**config.mk**
```make
export PLATFORM = sky130hd
export DESIGN_NAME = icache_fetch_responder
export DESIGN_NICKNAME = d
export VERILOG_FILES = /design/src/rtl/icache_fetch_responder_pkg.sv /design/src/rtl/icache_line_store.sv /design/src/rtl/icache_fetch_responder.sv
export SDC_FILE = /design/constraint.sdc
export NUM_CORES = 2
export LEC_CHECK = 0
export CORE_UTILIZATION = 36
export DETAILED_ROUTE_END_ITERATION = 10
export PLACE_DENSITY_LB_ADDON = 0.2
export SYNTH_ARGS = -nofsm -noshare
export SYNTH_HDL_FRONTEND = slang
export SYNTH_SLANG_ARGS = --single-unit
```
**constraint.sdc**
```tcl
create_clock -name clk -period 10.8 [get_ports clk]
set_input_delay 3.24 -clock clk [delete_from_list [all_inputs] [get_ports clk]]
set_output_delay 3.24 -clock clk [all_outputs]
set_load 0.1 [all_outputs]
```
**src/rtl/icache_fetch_responder_pkg.sv**
```systemverilog
// Shared definitions for the instruction-cache fetch responder:
// refill FSM state encodings, default geometry and address helpers.
package icache_fetch_responder_pkg;

  // Refill FSM states; encodings are fixed so traces stay comparable across versions.
  typedef enum logic [1:0] {
    ST_IDLE      = 2'd0,
    ST_REFILL    = 2'd1,
    ST_FILL_DONE = 2'd2
  } state_e;

  // Default cache geometry.
  localparam int unsigned DEF_LINES          = 16;
  localparam int unsigned DEF_WORDS_PER_LINE = 4;
  localparam int unsigned DEF_CNT_W          = 16;

  // Byte-offset bits inside a 32-bit word.
  localparam int unsigned BYTE_BITS = 2;

  // Clear the word and byte offset bits of an address, giving the line base.
  function automatic logic [31:0] line_base(input logic [31:0] addr,
                                            input int unsigned word_bits);
    logic [31:0] mask_s;
    mask_s = (32'd1 << (word_bits + BYTE_BITS)) - 32'd1;
    return addr & ~mask_s;
  endfunction

endpackage

```
**src/rtl/icache_line_store.sv**
```systemverilog
// Tag / valid / data storage of the direct-mapped instruction cache.
// Combinational read port addressed by the fetch pc, one registered word
// write port for refill beats, a tag write, valid set/clear and a global
// clear used by flush. Tag and data arrays carry no reset.
module icache_line_store #(
  parameter  int unsigned LINES          = 16,
  parameter  int unsigned WORDS_PER_LINE = 4,
  parameter  int unsigned TAG_W          = 24,
  localparam int unsigned IB             = $clog2(LINES),
  localparam int unsigned WB             = $clog2(WORDS_PER_LINE)
) (
  input  logic              clk,
  input  logic              rst_n,
  // read port
  input  logic [IB-1:0]     rd_index,
  input  logic [WB-1:0]     rd_word,
  output logic [31:0]       rd_data,
  output logic [TAG_W-1:0]  rd_tag,
  output logic              rd_valid,
  // refill write port (word and tag share the line index)
  input  logic              wr_en,
  input  logic [IB-1:0]     wr_index,
  input  logic [WB-1:0]     wr_word,
  input  logic [31:0]       wr_data,
  input  logic              tag_we,
  input  logic [TAG_W-1:0]  tag_data,
  // valid bit control
  input  logic              valid_set,
  input  logic              valid_clr,
  input  logic [IB-1:0]     valid_index,
  input  logic              clear_all
);

  logic [31:0]      data_r [LINES*WORDS_PER_LINE];
  logic [TAG_W-1:0] tag_r  [LINES];
  logic [LINES-1:0] valid_r;

  assign rd_data  = data_r[{rd_index, rd_word}];
  assign rd_tag   = tag_r[rd_index];
  assign rd_valid = valid_r[rd_index];

  // Refill writes into the data and tag arrays (no reset on the payload).
  always_ff @(posedge clk) begin
    if (wr_en) begin
      data_r[{wr_index, wr_word}] <= wr_data;
    end
    if (tag_we) begin
      tag_r[wr_index] <= tag_data;
    end
  end

  // Valid bits: global clear beats a per-line clear, which beats a set.
  always_ff @(posedge clk or negedge rst_n) begin
    if (!rst_n) begin
      valid_r <= '0;
    end else if (clear_all) begin
      valid_r <= '0;
    end else if (valid_clr) begin
      valid_r[valid_index] <= 1'b0;
    end else if (valid_set) begin
      valid_r[valid_index] <= 1'b1;
    end
  end

endmodule

```
**src/rtl/icache_fetch_responder.sv**
```systemverilog
// Direct-mapped instruction cache answering the fetch stage.
// Lookup is combinational (hit/inst in the same cycle as pc); a miss starts
// a refill that reads the whole line one word per beat from instruction
// memory, then marks the line valid and returns to lookup.
module icache_fetch_responder
  import icache_fetch_responder_pkg::*;
#(
  parameter int unsigned LINES          = DEF_LINES,
  parameter int unsigned WORDS_PER_LINE = DEF_WORDS_PER_LINE,
  parameter int unsigned CNT_W          = DEF_CNT_W
) (
  input  logic             clk,
  input  logic             rst_n,
  input  logic [31:0]      pc,
  input  logic             fetch_en,
  input  logic             flush,
  output logic [31:0]      inst,
  output logic             hit,
  output logic             mem_req,
  output logic [31:0]      mem_addr,
  input  logic [31:0]      mem_rdata,
  input  logic             mem_valid,
  output logic             busy,
  output logic [CNT_W-1:0] miss_count
);

  localparam int unsigned WB    = $clog2(WORDS_PER_LINE);
  localparam int unsigned IB    = $clog2(LINES);
  localparam int unsigned TAG_W = 32 - BYTE_BITS - WB - IB;
  localparam logic [WB-1:0] LAST_BEAT = WB'(WORDS_PER_LINE - 1);

  // Address fields of the current fetch pc.
  logic [WB-1:0]    pc_word_s;
  logic [IB-1:0]    pc_index_s;
  logic [TAG_W-1:0] pc_tag_s;
  logic             pc_unused_s;

  assign pc_word_s   = pc[BYTE_BITS+WB-1:BYTE_BITS];
  assign pc_index_s  = pc[BYTE_BITS+WB+IB-1:BYTE_BITS+WB];
  assign pc_tag_s    = pc[31:BYTE_BITS+WB+IB];
  assign pc_unused_s = ^pc[BYTE_BITS-1:0];

  // Registered state.
  state_e           state_r;
  logic [WB-1:0]    beat_r;
  logic [31:0]      miss_addr_r;
  logic [CNT_W-1:0] miss_count_r;
  logic             mem_req_r;
  logic [31:0]      mem_addr_r;

  // Next-state values.
  state_e           state_nxt_s;
  logic [WB-1:0]    beat_nxt_s;
  logic [31:0]      miss_addr_nxt_s;
  logic [CNT_W-1:0] miss_count_nxt_s;
  logic             mem_req_nxt_s;
  logic [31:0]      mem_addr_nxt_s;

  // Line store interface.
  logic [31:0]      rd_data_s;
  logic [TAG_W-1:0] rd_tag_s;
  logic             rd_valid_s;
  logic             wr_en_s;
  logic             tag_we_s;
  logic             valid_set_s;
  logic             valid_clr_s;
  logic [IB-1:0]    valid_index_s;
  logic [IB-1:0]    miss_index_s;
  logic [TAG_W-1:0] miss_tag_s;
  logic [WB-1:0]    beat_inc_s;
  logic             hit_s;

  assign miss_index_s = miss_addr_r[BYTE_BITS+WB+IB-1:BYTE_BITS+WB];
  assign miss_tag_s   = miss_addr_r[31:BYTE_BITS+WB+IB];
  assign beat_inc_s   = beat_r + {{(WB-1){1'b0}}, 1'b1};

  icache_line_store #(
    .LINES          (LINES),
    .WORDS_PER_LINE (WORDS_PER_LINE),
    .TAG_W          (TAG_W)
  ) u_line_store (
    .clk         (clk),
    .rst_n       (rst_n),
    .rd_index    (pc_index_s),
    .rd_word     (pc_word_s),
    .rd_data     (rd_data_s),
    .rd_tag      (rd_tag_s),
    .rd_valid    (rd_valid_s),
    .wr_en       (wr_en_s),
    .wr_index    (miss_index_s),
    .wr_word     (beat_r),
    .wr_data     (mem_rdata),
    .tag_we      (tag_we_s),
    .tag_data    (miss_tag_s),
    .valid_set   (valid_set_s),
    .valid_clr   (valid_clr_s),
    .valid_index (valid_index_s),
    .clear_all   (flush)
  );

  // Same-cycle lookup; only answers in IDLE and never while a flush is pending.
  assign hit_s = fetch_en & (state_r == ST_IDLE) & rd_valid_s
               & (rd_tag_s == pc_tag_s) & ~flush;

  assign hit        = hit_s;
  assign inst       = hit_s ? rd_data_s : 32'd0;
  assign mem_req    = mem_req_r;
  assign mem_addr   = mem_addr_r;
  assign busy       = (state_r != ST_IDLE);
  assign miss_count = miss_count_r;

  // Refill FSM next-state, memory request and line-store control.
  always_comb begin
    state_nxt_s      = state_r;
    beat_nxt_s       = beat_r;
    miss_addr_nxt_s  = miss_addr_r;
    miss_count_nxt_s = miss_count_r;
    mem_req_nxt_s    = mem_req_r;
    mem_addr_nxt_s   = mem_addr_r;
    wr_en_s          = 1'b0;
    tag_we_s         = 1'b0;
    valid_set_s      = 1'b0;
    valid_clr_s      = 1'b0;
    valid_index_s    = miss_index_s;

    case (state_r)
      ST_IDLE: begin
        valid_index_s = pc_index_s;
        if (flush) begin
          // A flush cancels any miss seen in the same cycle.
          state_nxt_s   = ST_IDLE;
          mem_req_nxt_s = 1'b0;
        end else if (fetch_en && !hit_s) begin
          miss_addr_nxt_s  = line_base(pc, WB);
          miss_count_nxt_s = (&miss_count_r) ? miss_count_r
                           : miss_count_r + {{(CNT_W-1){1'b0}}, 1'b1};
          valid_clr_s      = 1'b1;
          beat_nxt_s       = '0;
          mem_req_nxt_s    = 1'b1;
          mem_addr_nxt_s   = line_base(pc, WB);
          state_nxt_s      = ST_REFILL;
        end else begin
          state_nxt_s = ST_IDLE;
        end
      end

      ST_REFILL: begin
        if (flush) begin
          // Abort: drop the request and any beat arriving this cycle.
          state_nxt_s   = ST_IDLE;
          mem_req_nxt_s = 1'b0;
          beat_nxt_s    = '0;
        end else if (mem_valid) begin
          wr_en_s = 1'b1;
          if (beat_r == LAST_BEAT) begin
            tag_we_s      = 1'b1;
            mem_req_nxt_s = 1'b0;
            beat_nxt_s    = '0;
            state_nxt_s   = ST_FILL_DONE;
          end else begin
            beat_nxt_s     = beat_inc_s;
            mem_addr_nxt_s = miss_addr_r
                           + {{(30-WB){1'b0}}, beat_inc_s, 2'b00};
          end
        end else begin
          state_nxt_s = ST_REFILL;
        end
      end

      ST_FILL_DONE: begin
        if (flush) begin
          state_nxt_s = ST_IDLE;
        end else begin
          valid_set_s = 1'b1;
          state_nxt_s = ST_IDLE;
        end
      end

      default: begin
        state_nxt_s   = ST_IDLE;
        mem_req_nxt_s = 1'b0;
        beat_nxt_s    = '0;
      end
    endcase
  end

  // FSM, refill bookkeeping, memory request and statistics registers.
  always_ff @(posedge clk or negedge rst_n) begin
    if (!rst_n) begin
      state_r      <= ST_IDLE;
      beat_r       <= '0;
      miss_addr_r  <= 32'd0;
      miss_count_r <= '0;
      mem_req_r    <= 1'b0;
      mem_addr_r   <= 32'd0;
    end else begin
      state_r      <= state_nxt_s;
      beat_r       <= beat_nxt_s;
      miss_addr_r  <= miss_addr_nxt_s;
      miss_count_r <= miss_count_nxt_s;
      mem_req_r    <= mem_req_nxt_s;
      mem_addr_r   <= mem_addr_nxt_s;
    end
  end

endmodule

```
# Word level (Yosys, flattened, before mapping)
# Memories as Yosys holds them, arrays and structs flattened.
# Cells that the tools add are included.
[word_totals]
mem_count = 2
output_inout_bits = 83
ramBits = 2432
elab_cells = 100
inputBits = 69
regBits = 97
[mem_list]
columns = ["name", "words", "word_bits", "rd", "rd_ports_with_merged_regs", "write_ports", "line_no", "source"]
rows = [
  ["u_line_store.data_r", 64, 32, 1, 0, 1, "icache_line_store.sv:34", "logic [31:0] data_r [LINES*WORDS_PER_LINE];"],
  ["u_line_store.tag_r", 16, 24, 1, 0, 1, "icache_line_store.sv:35", "logic [TAG_W-1:0] tag_r [LINES];"],
]
[classes]
reduce_logical = 13
n_lt_le_gt_ge = 3
bitwise_logic = 10
muxes = 49
n_eq_ne = 13
n_addsub = 3
[ops]
columns = ["op", "count"]
rows = [
  ["$mux W32", 6],
  ["$pmux W32 S2", 1],
  ["$mux W16", 3],
  ["$add A32 B4 Y32", 1],
  ["$mux W1", 25],
  ["$eq A24 B24 Y1", 1],
  ["$add A16 B1 Y16 const B", 1],
  ["$and A16 B16 Y16", 1],
  ["$mux W2", 8],
  ["$not A16 Y16", 1],
  ["$or A16 B16 Y16", 1],
  ["$reduce_and A16 Y1", 1],
  ["$reduce_and A4 Y1", 3],
  ["$lt A4 B5 Y1 const B", 2],
  ["$ne A2 B2 Y1 const B", 4],
  ["$ne A3 B3 Y1 const B", 2],
  ["$pmux W2 S3", 1],
  ["$reduce_and A6 Y1", 1],
  ["$and A1 B1 Y1", 4],
  ["$bmux W1 S4", 1],
  ["$demux W1 S4", 1],
  ["$eq A2 B2 Y1 const B", 2],
  ["$ge A4 B1 Y1 const B", 1],
  ["$mux W4", 1],
  ["other kinds (14)", 18],
]

# Logic depth before layout (Yosys ltp)
[logic_depth]
depth_word = 12
ltp_mapped = 15
ltp_nobuf = 9

# Modules after synthesis
# Synthesis repeated with hierarchy kept, for this count alone.
[hier_totals]
hier_cells = 4324
area_unflattened_um2 = 97698.7
[by_module_without_submodules]
columns = ["mod", "area_per_inst_um2", "instances", "cells_each", "seq_area_each_um2"]
rows = [
  ["icache_line_store", 93477.2, 1, 3977, 73430.4],
  ["icache_fetch_responder", 4221.5, 1, 347, 1976.9],
]

# Worst setup path before layout
# No wires, ideal clock.
[synth_path]
kind = "in2out"
from = "in pc[5]"
to = "out inst[0]"
n_path_buf = 4
t_required_ns = 7.560
path_slack_ns = -0.387
arrival_ns = 7.947
stages = 11
cell_sequence = "buf_4 -> buf_1 -> mux4_2 -> mux4_2 -> xnor2_1 -> o2111ai_1 -> nor4_2 -> nand4_1 -> buf_2 -> clkbuf_1 -> a211oi_1"
[synth_via]
elab_chain_cells = 6
elab_cells_between_ends = 9
cone_classes = "1 x eq/ne; 3 x mux; 3 x bitwise; 2 x memory"
[synth_lines]
columns = ["item", "line_no", "source"]
rows = [
  ["start, declared", "icache_fetch_responder.sv:14", "input logic [31:0] pc,"],
  ["branches (longest 5 deep; another with $mem_v2 Z16 W24)", "n/a", ""],
  ["$mux W32 *", "icache_fetch_responder.sv:106", "assign inst = hit_s ? rd_data_s : 32'd0;"],
  ["end, declared", "icache_fetch_responder.sv:17", "output logic [31:0] inst,"],
]
# Mark *: on every way between the ends. The select of a mux whose other input is x is not followed.

# Worst setup path after layout
[layout_path]
from = "in pc[4]"
to = "out inst[3]"
# Same word-level chain as after synthesis.

==> run metrics <==
yosys synthesis warning count=0; final routed wirelength across all metal layers=274000 µm; total number of clock tree sinks=2527; clock transition at the registers of the reported paths=0.06 ns; number of antenna violations at the first check in global routing=25; remaining number of nets flagged by the antenna check after routing=0; largest net degree at the start of global routing=66; via count=46300; upper clock frequency limit=95.1 MHz; wire length of the first global-routing pass=382000 µm; post-route standard cell area excluding fillers=0.114 mm²; count of flip-flops with a built-in enable after synthesis=2432; TritonCTS clock tree=yes; first-pass iteration count of the detailed router=5; outcome=finished, final reports clean; synthesis-to-finish area growth=16.3%; number of maximum-capacitance constraint violations=0; wire per inst=33.1 µm; number of instances in the synthesized netlist=4150; list of cells traversed by the critical path=buf_8 -> buf_4 -> buf_4 -> mux4_2 -> mux2i_1 -> xnor2_1 -> mux2i_1 -> nand4_1 -> nor4_2 -> nand4_1 -> buf_12 -> buf_4 -> a211oi_1 -> buf_4 -> buf_12; worst-margin pin slew=1.21 ns; number of setup buffers added after CTS=0; number of buffers between clock root and the deepest sink=4; average cell area after synthesis=23.6 µm²; commonest register cell after synthesis=edfxtp_1; most prevalent standard cell on the critical path=buf_4; # setup viols final=0; DRC violation count after routing=0; synthesized-area fraction occupied by xor and xnor cells=0.430%; final hold violation count=0; row count=190; slowest stage cell, crit path=mux4_2; number of synthesized register bits=2527; synthesized-area fraction occupied by and/or/nand/nor cells=1.65%; Worst Path Arrival=7.27 ns; mean number of vias per cell=5.58; most numerous cell types in the synthesized netlist=edfxtp_1 (2432), mux4_2 (764), clkbuf_1 (137), nor2_1 (108), dfrtp_1 (95); clock root buffer master=clkbuf_16; Post-Route Hold Slack=0.493 ns; unrepaired setup endpoints after global routing=no; Hold/Removal Path Class=flip-flop to flip-flop; Setup Crit Path Kind=input port to output pin; adder-cell share of the synthesized area=0.0256%; number of distinct library cells after synthesis=53; count of non-filler cells in the finished layout=8286; Static Leak=35.6 nW; number of cells on the worst reg-to-reg path=10; fin. max-slew vios=0; Cells after DPL=7811; most frequently used cell type in the post-synthesis netlist=edfxtp_1; total track usage=20.1%; total I/O pin count=152; Final Wtd Congestion=0.763; number of clock buffers inserted by TritonCTS=278; fraction of the yosys area taken by sequential cells=77.1%; Synth area leader=edfxtp_1; Vert. Die Dim=523 µm; startpoint type of the worst setup path=input port; worst clock skew=0.0479 ns; power per cell area=190 mW/mm²; x dimension of the die=523 µm; fin crit share=97.3%; Synth async-reset ratio=3.76%; Synth Area in Compound Gates=0.806%; CP Max Fanout=52; final layout net count=4610; cells resized by post-CTS repair=0; htree depth=5; hold path cells=1; clock latency on the worst-skew pair=0.83 ns; kind of end point of the critical path=output pin; core outline area=0.269 mm²; proportion of layout cells with a drive suffix above 1=31.8%; required time of the worst setup path=7.56 ns; Detail Placement HPWL=150000 µm; delay contributed by the slowest stage of the critical path=0.51 ns; quantity of I/O buffers inserted on ports=147; area enclosed by the die boundary=0.274 mm²; grt ovf=0; headroom to the max-slew limit=19.2%; largest cells by area after synthesis=edfxtp_1 (75%), mux4_2 (18%), dfrtp_1 (2.4%); post-synthesis mux area share=18.8%; DRT iter0 DRCs=4891; hold buffer count at CTS=0; starting density of the core=36.3%; Mapped Area=0.0978 mm²; post-placement cell area=0.105 mm²; Final Critical Period=10.51 ns; Worst IR Drop VDD=0.130 mV; combinational family with the most area after synthesis=multiplexers; post-synth top area share=74.7%; number of global-route vias before repair=47200
path summary, 6_finish.rpt:
| path | slack (ns) | from | to |
|---|---|---|---|
| worst max-delay path | 0.29 | pc[4] | inst[3] |
| worst min-delay path | 0.49 | miss_count[5] | miss_count[5] |
| worst max register to register | 5.97 | state_r[1] | miss_addr_r[21] |
| worst min register to register | 0.49 | miss_count[5] | miss_count[5] |
| max in group asynchronous | 7.20 | rst_n | u_line_store.valid_r[10] |
| min in group asynchronous | 2.39 | rst_n | mem_addr[17] |
through the flow:
stage | worst slack, ns | setup TNS [ns] | power [mW] | util, %
3_5_place_dp | 0.290 | 0 | 12.9 | 39.1
4_1_cts | 0.231 | 0 | 21.8 | 42.2
5_1_grt | 0.0496 | 0 | 22.2 | 42.2
6_report | 0.289 | 0 | 21.6 | 42.2
3_3_place_gp | 0.198 | 0 | 12.8 | 39.1
2_1_floorplan | -0.387 | -2.71 | 12.2 | -
sequential cells by signal, indices dropped and copies added, names as in the netlist:
register,count
u_line_store.tag_r,384
miss_count,16
miss_addr_r,28
beat_r,2
mem_req,1
state_r,2
mem_addr,30
u_line_store.valid_r,16
u_line_store.data_r,2048
final cells by class:
cell class	instances	area, µm²
Tap cell	3552	4440
Fill cell	23200	155000
Inverter	33	125
Clock buffer	350	7480
Timing Repair Buffer	335	3420
Antenna cell	7	17.5
Clock inverter	118	928
Multi-Input combinational cell	1364	21800
Sequential cell	2527	75400
cell usage in the layout (no fill, tap or decap), drive strengths merged, types with 7 or more instances in the layout:
cell and instances:
a211oi 33, a21oi 49, and2 31, and3 9, and4 7, buf 260, bufinv 14, clkbuf 350
clkdlybuf4s50 75, clkinv 95, dfrtp 95, diode 7, edfxtp 2432, inv 42, mux2 31, mux2i 81
mux4 764, nand2 45, nand2b 7, nand3 8, nand4 12, nor2 108, nor2b 37, nor3 30
o21a 9, o21ai 12, xnor2 28, xor2 20
per-layer routing:
| metal | wire (µm) | track usage (%) | vias up |
|---|---|---|---|
| met4 | 6230 | 4.73 | 6 |
| met1 | 118000 | 28.8 | 25800 |
| met3 | 18100 | 3.42 | 364 |
| met5 | 41 | 0 | - |
| met2 | 132000 | 32.1 | 1665 |
| li1 | - | - | 18500 |
critical path: cells and delay by family:
family | cells | cell delay [ns]
AOI/OAI and AO/OA | 1 | 0.42
muxes | 3 | 1.03
and+or+nand+nor | 3 | 0.67
buffers and inverters | 7 | 1.71
xor gates and xnor gates | 1 | 0.08
kinds of logic (layout without fill, tap and decap cells):
kind of cell               Yosys count  in the layout
muxes                              876            876
adders and majority gates            2              2
buffers and inverters              260            836
and+or+nand+nor                    319            319
other                                1              9
DFF                               2527           2527
AOI/OAI and AO/OA                  117            117
xor gates and xnor gates            48             48
power by group:
part / internal, mW / leakage, nW / switching, mW
combinational: 0.525 / 8.42 / 1.01
sequential: 10.9 / 23.1 / 0.171
clock: 5.22 / 4.13 / 3.77
No activity file was read; power rests on OpenSTA's default activity.
